===== src/rtl/switch_egress_arbiter.sv =====
// Egress-port scheduler: target-filtered, packet-locked round-robin over four ingress ports.
// Optional per-requester grant counters when SWITCH_ARB_STATS_EN is defined.
module switch_egress_arbiter #(
    parameter int DATA_W  = 8,
    parameter int ADDR_W  = 2,
    parameter int PORT_ID = 0
) (
    input  logic                clk,
    input  logic                rst,
    input  logic [3:0]          req_valid,
    input  logic [4*ADDR_W-1:0] req_source,
    input  logic [4*ADDR_W-1:0] req_target,
    input  logic [4*DATA_W-1:0] req_data,
    input  logic [3:0]          req_last,
    output logic [3:0]          req_ready,
    output logic                out_valid,
    output logic [ADDR_W-1:0]   out_source,
    output logic [ADDR_W-1:0]   out_target,
    output logic [DATA_W-1:0]   out_data,
    output logic                out_last,
    input  logic                out_ready,
    output logic                lock_valid,
`ifdef SWITCH_ARB_STATS_EN
    input  logic                stats_clr,
    output logic [63:0]         grant_cnt,
`endif
    output logic [1:0]          lock_owner
);

    typedef enum logic {IDLE, BUSY} state_t;

    state_t     state, state_d;
    logic [1:0] rr_ptr, rr_ptr_d;
    logic [1:0] owner, owner_d;
    logic [3:0] hit;
    logic       load_en;
    logic       accept;
    logic [1:0] win;
    logic [1:0] sel;
    logic       sel_found;

    always_comb begin
        for (int i = 0; i < 4; i++) begin
            hit[i] = req_valid[i] && (req_target[i*ADDR_W +: ADDR_W] == ADDR_W'(PORT_ID));
        end
    end

    assign load_en = !out_valid || out_ready;

    // Rotating priority search starting at rr_ptr.
    always_comb begin
        logic [1:0] idx;
        sel       = rr_ptr;
        sel_found = 1'b0;
        for (int k = 0; k < 4; k++) begin
            idx = rr_ptr + 2'(k);
            if (!sel_found && hit[idx]) begin
                sel       = idx;
                sel_found = 1'b1;
            end
        end
    end

    // NOTE: every signal driven here gets a default first so no latch is inferred.
    always_comb begin
        state_d   = state;
        rr_ptr_d  = rr_ptr;
        owner_d   = owner;
        req_ready = 4'b0000;
        accept    = 1'b0;
        win       = sel;
        case (state)
            IDLE: begin
                if (sel_found && load_en) begin
                    req_ready[sel] = 1'b1;
                    accept         = 1'b1;
                    if (req_last[sel]) begin
                        rr_ptr_d = sel + 2'd1;
                    end else begin
                        state_d = BUSY;
                        owner_d = sel;
                    end
                end
            end
            BUSY: begin
                // Owner bubbles stall the port; nobody else may cut in mid-packet.
                win = owner;
                if (hit[owner] && load_en) begin
                    req_ready[owner] = 1'b1;
                    accept           = 1'b1;
                    if (req_last[owner]) begin
                        state_d  = IDLE;
                        rr_ptr_d = owner + 2'd1;
                        owner_d  = 2'd0;
                    end
                end
            end
            default: state_d = IDLE;
        endcase
    end

    // NOTE: sequential state uses non-blocking assignments so all registers update together.
    always_ff @(posedge clk) begin
        if (rst) begin
            state  <= IDLE;
            rr_ptr <= 2'd0;
            owner  <= 2'd0;
        end else begin
            state  <= state_d;
            rr_ptr <= rr_ptr_d;
            owner  <= owner_d;
        end
    end

    always_ff @(posedge clk) begin
        if (rst) begin
            out_valid  <= 1'b0;
            out_source <= '0;
            out_target <= '0;
            out_data   <= '0;
            out_last   <= 1'b0;
        end else if (accept) begin
            out_valid  <= 1'b1;
            out_source <= req_source[win*ADDR_W +: ADDR_W];
            out_target <= req_target[win*ADDR_W +: ADDR_W];
            out_data   <= req_data[win*DATA_W +: DATA_W];
            out_last   <= req_last[win];
        end else if (out_ready) begin
            out_valid  <= 1'b0;
        end
    end

    assign lock_valid = (state == BUSY);
    assign lock_owner = owner;

`ifdef SWITCH_ARB_STATS_EN
    logic [15:0] cnt [4];

    // Clear takes priority over a same-cycle packet completion.
    always_ff @(posedge clk) begin
        if (rst || stats_clr) begin
            for (int i = 0; i < 4; i++) cnt[i] <= 16'd0;
        end else if (accept && req_last[win] && (cnt[win] != 16'hFFFF)) begin
            cnt[win] <= cnt[win] + 16'd1;
        end
    end

    assign grant_cnt = {cnt[3], cnt[2], cnt[1], cnt[0]};
`endif

endmodule


===== config.mk =====
export PLATFORM = sky130hd
export DESIGN_NAME = switch_egress_arbiter
export DESIGN_NICKNAME = d
export VERILOG_FILES = /design/src/rtl/switch_egress_arbiter.sv
export SDC_FILE = /design/constraint.sdc
export NUM_CORES = 1
export LEC_CHECK = 0
export CAP_MARGIN = 20
export CORE_ASPECT_RATIO = 0.8
export CORE_MARGIN = 4
export CORE_UTILIZATION = 30
export CTS_CLUSTER_DIAMETER = 120
export DETAILED_ROUTE_END_ITERATION = 8
export GPL_TIMING_DRIVEN = 1
export MAX_ROUTING_LAYER = met4
export REMOVE_ABC_BUFFERS = 1
export SLEW_MARGIN = 20
export SYNTH_ARGS = -nofsm -noshare
export SYNTH_HDL_FRONTEND = slang
export SYNTH_SLANG_ARGS = --single-unit

===== constraint.sdc =====
create_clock -name clk -period 8 [get_ports clk]
set_clock_uncertainty 0.05 [all_clocks]
set_input_delay 1.6 -clock clk [delete_from_list [all_inputs] [get_ports clk]]
set_output_delay 1.6 -clock clk [all_outputs]
set_load 0.03 [all_outputs]

After elaboration in Yosys (flattened, before gate mapping). Index checks and enable logic that the tools add are counted.

Bits in read-only memories: 0. Bits in latches: 0. RAM bits: 0. Memories kept: 0. Output and inout bits: 21. Input port bits: 59. Register bits: 19. Word-level logic and storage cells: 105.

$add $sub $neg: 5. Divide/modulo/power cells: 0. Shifts and indexed selects: 3. $mul: 0. $lt $le $gt $ge: 9. Equal/unequal tests: 5. Reductions and logical operators: 23. Multiplexer cells: 51. Bitwise operators: 1.

Operators by type and width (number): 32-bit by 6-bit variable part select with 8-bit output (1); 2-bit two-way mux (12); 1-bit two-way mux (22); 2-bit by 3-bit less-than comparator with 1-bit output (second input constant) (7); 1-bit binary-select mux with 2-bit select (8); 8-bit by 4-bit variable part select with 2-bit output (2); 1-bit logical AND (11); 2-bit logical NOT (4); 4-bit two-way mux (2); 2-bit case mux with 2 select lines (2); 4-bit case mux with 2 select lines (1); 4-bit AND reduction (2); 2-bit by 1-bit adder with 2-bit output (second input constant) (3); 2-bit != test (second input constant) (3); 2-bit adder (second input constant) (2); 1-bit demux with 2-bit select (2); 2-bit by 1-bit greater-or-equal comparator with 1-bit output (second input constant) (2); 1-bit logical NOT (4); 2-bit by 1-bit != test with 1-bit output (second input constant) (2); 1-bit case mux with 2 select lines (2); 2-bit nonzero test (1); 1-bit logical OR (1); 1-bit inverter (1).

Depth between registers and ports, before layout.
Depth after elaboration: 20. Gate-level depth with buffers: 9. Depth with buffers taken out: 7.

Worst setup path after synthesis. OpenSTA, ideal clock, no wires.

Path kind: input -> output. Start: input port req_target[3]. End: output port req_ready[2]. Cell stages on the path: 6. Setup slack: 2536 ps. Data arrival time: 3814 ps. Buffers on the path: 1. Data required time: 6350 ps. Cell sequence: or3b_1 -> buf_6 -> mux4_2 -> nor3b_4 -> or2b_1 -> o21ai_0.

Longest elaborated chain between the ends: 20. Elaborated cells between the ends (all ways): 35. Those cells by class: 2 x order compare; 22 x mux; 11 x reduce/logical.

RTL lines: start: declaration (line 12) `input logic [4*ADDR_W-1:0] req_target,`; 2-bit logical NOT (*) (line 44) `hit[i] = req_valid[i] && (req_target[i*ADDR_W +: ADDR_W] == ADDR_W'(PORT_ID));`; 1-bit logical AND (*) (line 44); 1-bit binary-select mux with 2-bit select (line 57) `if (!sel_found && hit[idx]) begin`; 1-bit two-way mux (implied by the code) (line 57); 1-bit two-way mux (line 57); 1-bit logical NOT (line 57); 1-bit logical AND (line 57); 1-bit two-way mux (line 57); (+4 left out); 1-bit logical AND (line 57); 2-bit two-way mux (line 57); 2-bit by 3-bit less-than comparator with 1-bit output (implied by the code) or 2-bit by 1-bit greater-or-equal comparator with 1-bit output (tied branches) (line 75) `req_ready[sel] = 1'b1;`; 1-bit logical AND (implied by the code) (line 75); 1-bit two-way mux (implied by the code) (line 75); 1-bit demux with 2-bit select (line 75); 4-bit two-way mux (line 74) `if (sel_found && load_en) begin`; 4-bit case mux with 2 select lines (*) (line 72) `case (state)`; end: declaration (line 15) `output logic [3:0] req_ready,`.

Mark *: on every way between the ends. The rest lies on a longest branch, timed or not. The select of a mux whose other input is x is not followed.

Worst setup path in the final report.
Start: input port req_valid[3]. End: output port req_ready[3].

Longest elaborated chain between the ends: 19. Elaborated cells between the ends (all ways): 34. Those cells by class: 2 x order compare; 22 x mux; 10 x reduce/logical.

RTL lines: start: declaration (line 10) `input logic [3:0] req_valid,`; 1-bit logical AND (*) (line 44); 1-bit binary-select mux with 2-bit select (line 57); 1-bit two-way mux (implied by the code) (line 57); 1-bit two-way mux (line 57); 1-bit logical NOT (line 57); 1-bit logical AND (line 57); 1-bit two-way mux (line 57); 1-bit logical NOT (line 57); (+3 left out); 1-bit logical AND (line 57); 2-bit two-way mux (line 57); 2-bit by 3-bit less-than comparator with 1-bit output (implied by the code) or 2-bit by 1-bit greater-or-equal comparator with 1-bit output (tied branches) (line 75); 1-bit logical AND (implied by the code) (line 75); 1-bit two-way mux (implied by the code) (line 75); 1-bit demux with 2-bit select (line 75); 4-bit two-way mux (line 74); 4-bit case mux with 2 select lines (*) (line 72).

Marked as above.

==> run summary <==
Setup-failing EPs final -> 0
Chip Width -> 86.2 um
RSZ-0062 raised after global routing -> no
synth top area cells -> dfxtp_1 (26%), mux2i_1 (18%), nand2_1 (6.1%)
Post-CTS Setup Bufs -> 0
Fill cells -> 458
Int Pwr -> 0.241 mW
die span in y -> 70.6 um
r2r setup slk -> 5.50 ns
P&R area growth vs syn -> 54.5%
shortest period the worst path allows -> 6.22 ns
final WL -> 4340 um
sum of negative setup slack -> 0 ns
core area -> 4650 sq um
MaxCap Viol Count -> 0
Worst-Margin Slew -> 1.08 ns
power consumption -> 0.382 mW
ys flop type -> dfxtp_1
Synth Register Bits -> 19
Worst setup SP type -> primary input
adder-cell share of the synthesized area -> 0%
hold slack -> 0.412 ns
first-pass GRT wire length -> 6890 um
Distinct cells, synth -> 45
endpoints failing hold -> 0
Post-CTS Resized -> 0
R2R Path End -> out_data[6]$_SDFFE_PP0P_
hold buffers post-CTS -> 0
clock tree buffer depth -> 2
post-synthesis compound-gate area fraction -> 17.9%
Comb power frac -> 50.5%
net count reported at finish -> 289
Die ar. -> 6080 sq um
gpl congestion -> 0.800
First-pass DRT Iterations -> 4
Post-synth EDFFs -> 0
clock share of power -> 17.5%
initial antenna violation count -> 0
required time of the critical path -> 6.35 ns
synth warn -> 0
Worst EP arrival -> 4.57 ns
diodes inserted -> 0
synthesized area -> 1470 sq um
DRC Markers -> 0
dominant cell type by area after synthesis -> dfxtp_1
count of pins over their slew limit -> 0
Crit Path Max Fanout -> 7
Slew HR -> 26.6%
XOR/XNOR Fraction of Synth Area -> 1.19%
DRT iter0 DRCs -> 80
clk root buf -> clkbuf_8
I/O pin total -> 80
Num CTS Buffers -> 3
Setup CP Type -> in -> out
DR vias -> 1,465
Pleak -> 0.896 nW
DR WL/cell -> 15.0 um
# placed instances -> 285
Global Route Usage Sum -> 14.3%
CTS tree -> yes
hold path start -> out_source[0]$_SDFFE_PP0P_
Critical Path Sink Type -> output port
Hold Path Depth -> 2
P_sw -> 0.142 mW
largest family of logic cells by synthesized area -> multiplexers
post-synthesis sequential area ratio -> 25.9%
Pwr Density -> 169 nW/um^2
post-synthesis mux area share -> 23.1%
Syn Area/Cell -> 9.41 sq um
global route total overflow -> 0
outcome -> completed
fmax -> 161 MHz
Min-Delay Path Class -> reg -> reg
Post-synth ARST share -> 0%
sequential power share -> 32.0%
worst r2r path cells -> 7
via/cell ratio -> 5.07
FP Rows -> 22
share of cells above drive strength 1 -> 7.86%
final cell count without fillers -> 289
final worst-path cycle share -> 77.7%
final antenna-violating net count -> 0
Simple-Gate Fraction of Synth Area -> 22.9%
Synth top area share -> 25.9%
H-tree Lvls -> 1
clock net sink count -> 19
largest net degree at the start of global routing -> 24
clk_lat worst skew -> 0.25 ns
Initial Utilization -> 31.5%
leading cell type by number of instances after synthesis -> mux2i_1
maximum VDD drop -> 0.0735 mV
top post-synthesis cells by count -> mux2i_1 (26), nand2_1 (24), dfxtp_1 (19)
vias in the first global route -> 1,439
Syn Inst Count -> 156
Switching Share -> 37.0%
Worst R2R Start -> rr_ptr[1]$_SDFFE_PP0P_
Final HPWL DP -> 3420 um
Worst Hold End -> out_source[0]$_SDFFE_PP0P_
Port Buf Inserts -> 79
Clk pin slew, worst setup/hold paths -> 0.07 ns
-- metal layers --
metal,vias to the layer above,track usage (%),share of wire [%]
li1,731,-,-
met1,673,20.0,48
met2,59,21.4,43
met3,2,4.31,9.4
met4,0,1.04,0.18
met5,-,-,0
-- registers in the layout (all words and copies together), names as in the netlist --
signal,flops
out_data,8
lock_owner,2
out_source,2
out_target,2
rr_ptr,2
lock_valid,1
out_last,1
out_valid,1
-- power groups by stage --
| stage | clock network (mW) | registers [mW] | logic, mW |
|---|---|---|---|
| after floorplan | 0 | 0.146 | 0.0908 |
| after global routing | 0.0759 | 0.125 | 0.208 |
| final | 0.0669 | 0.122 | 0.193 |
| after CTS | 0.0700 | 0.122 | 0.196 |
| after detailed placement | 0 | 0.124 | 0.195 |
| after global placement | 0 | 0.124 | 0.195 |
-- layout by cell type, fill, tap and decap left out, drive strengths merged, types with 2 or more instances in the layout --
cell type	Yosys	layout
clkdlybuf4s50	0	79
mux2i	27	27
nand2	25	25
dfxtp	19	19
o221ai	10	10
nor2	10	10
o22ai	5	5
or3b	4	4
clkbuf	2	4
o21ai	3	3
and2	3	3
nand2b	3	3
nor3b	3	3
o211ai	3	3
inv	2	2
mux4	2	2
a22oi	2	2
and3	2	2
a311oi	2	2
nor2b	2	2
xnor2	2	2
nor3	2	2
-- kinds of logic after synthesis --
logic type | after synthesis
XOR/XNOR | 2
buffers and inverters | 13
multiplexers | 30
AO/OA/AOI/OAI | 32
flip-flops | 19
AND/OR/NAND/NOR | 60
-- worst max-delay path, cell delays in order --
cell and delay [ns]:
clkdlybuf4s50_1 0.49, nor3b_1 0.47, nor2_1 0.14, a311oi_2 0.60
nor2b_1 0.37, nand2_1 0.09, o21ai_0 0.09, clkdlybuf4s50_1 0.71
-- metrics by stage --
stage               setup WS (ns)  area (sq um)  util, %
floorplan                    2.56          1340        -
global placement             1.87          2220     47.8
detailed placement           1.87          2220     47.8
CTS                          1.85          2270     48.7
global route                 1.61          2270     48.7
finish                       1.78          2270     48.7
-- worst max-delay path by stage --
stage | start | endpoint | slack [ns] | depth (start not counted)
2_1_floorplan | req_target[3] | req_ready[2] | 2.56 | 5
3_5_place_dp | req_valid[1] | req_ready[2] | 1.87 | 7
5_1_grt | req_valid[3] | req_ready[3] | 1.61 | 8
4_1_cts | req_valid[3] | req_ready[3] | 1.85 | 8
6_report | req_valid[3] | req_ready[3] | 1.78 | 8
3_3_place_gp | req_valid[1] | req_ready[2] | 1.87 | 7
-- layout make-up --
cell class              count  area, sq um  area share (%)
repair buffers             80          798            35.2
multi-input cells         124          961            42.4
flip-flops and latches     19          380            16.8
clock buffers               4         45.0            1.99
inverters                   2         7.51           0.331
well taps                  60         75.1            3.31
(Power assumes the default switching activity.)
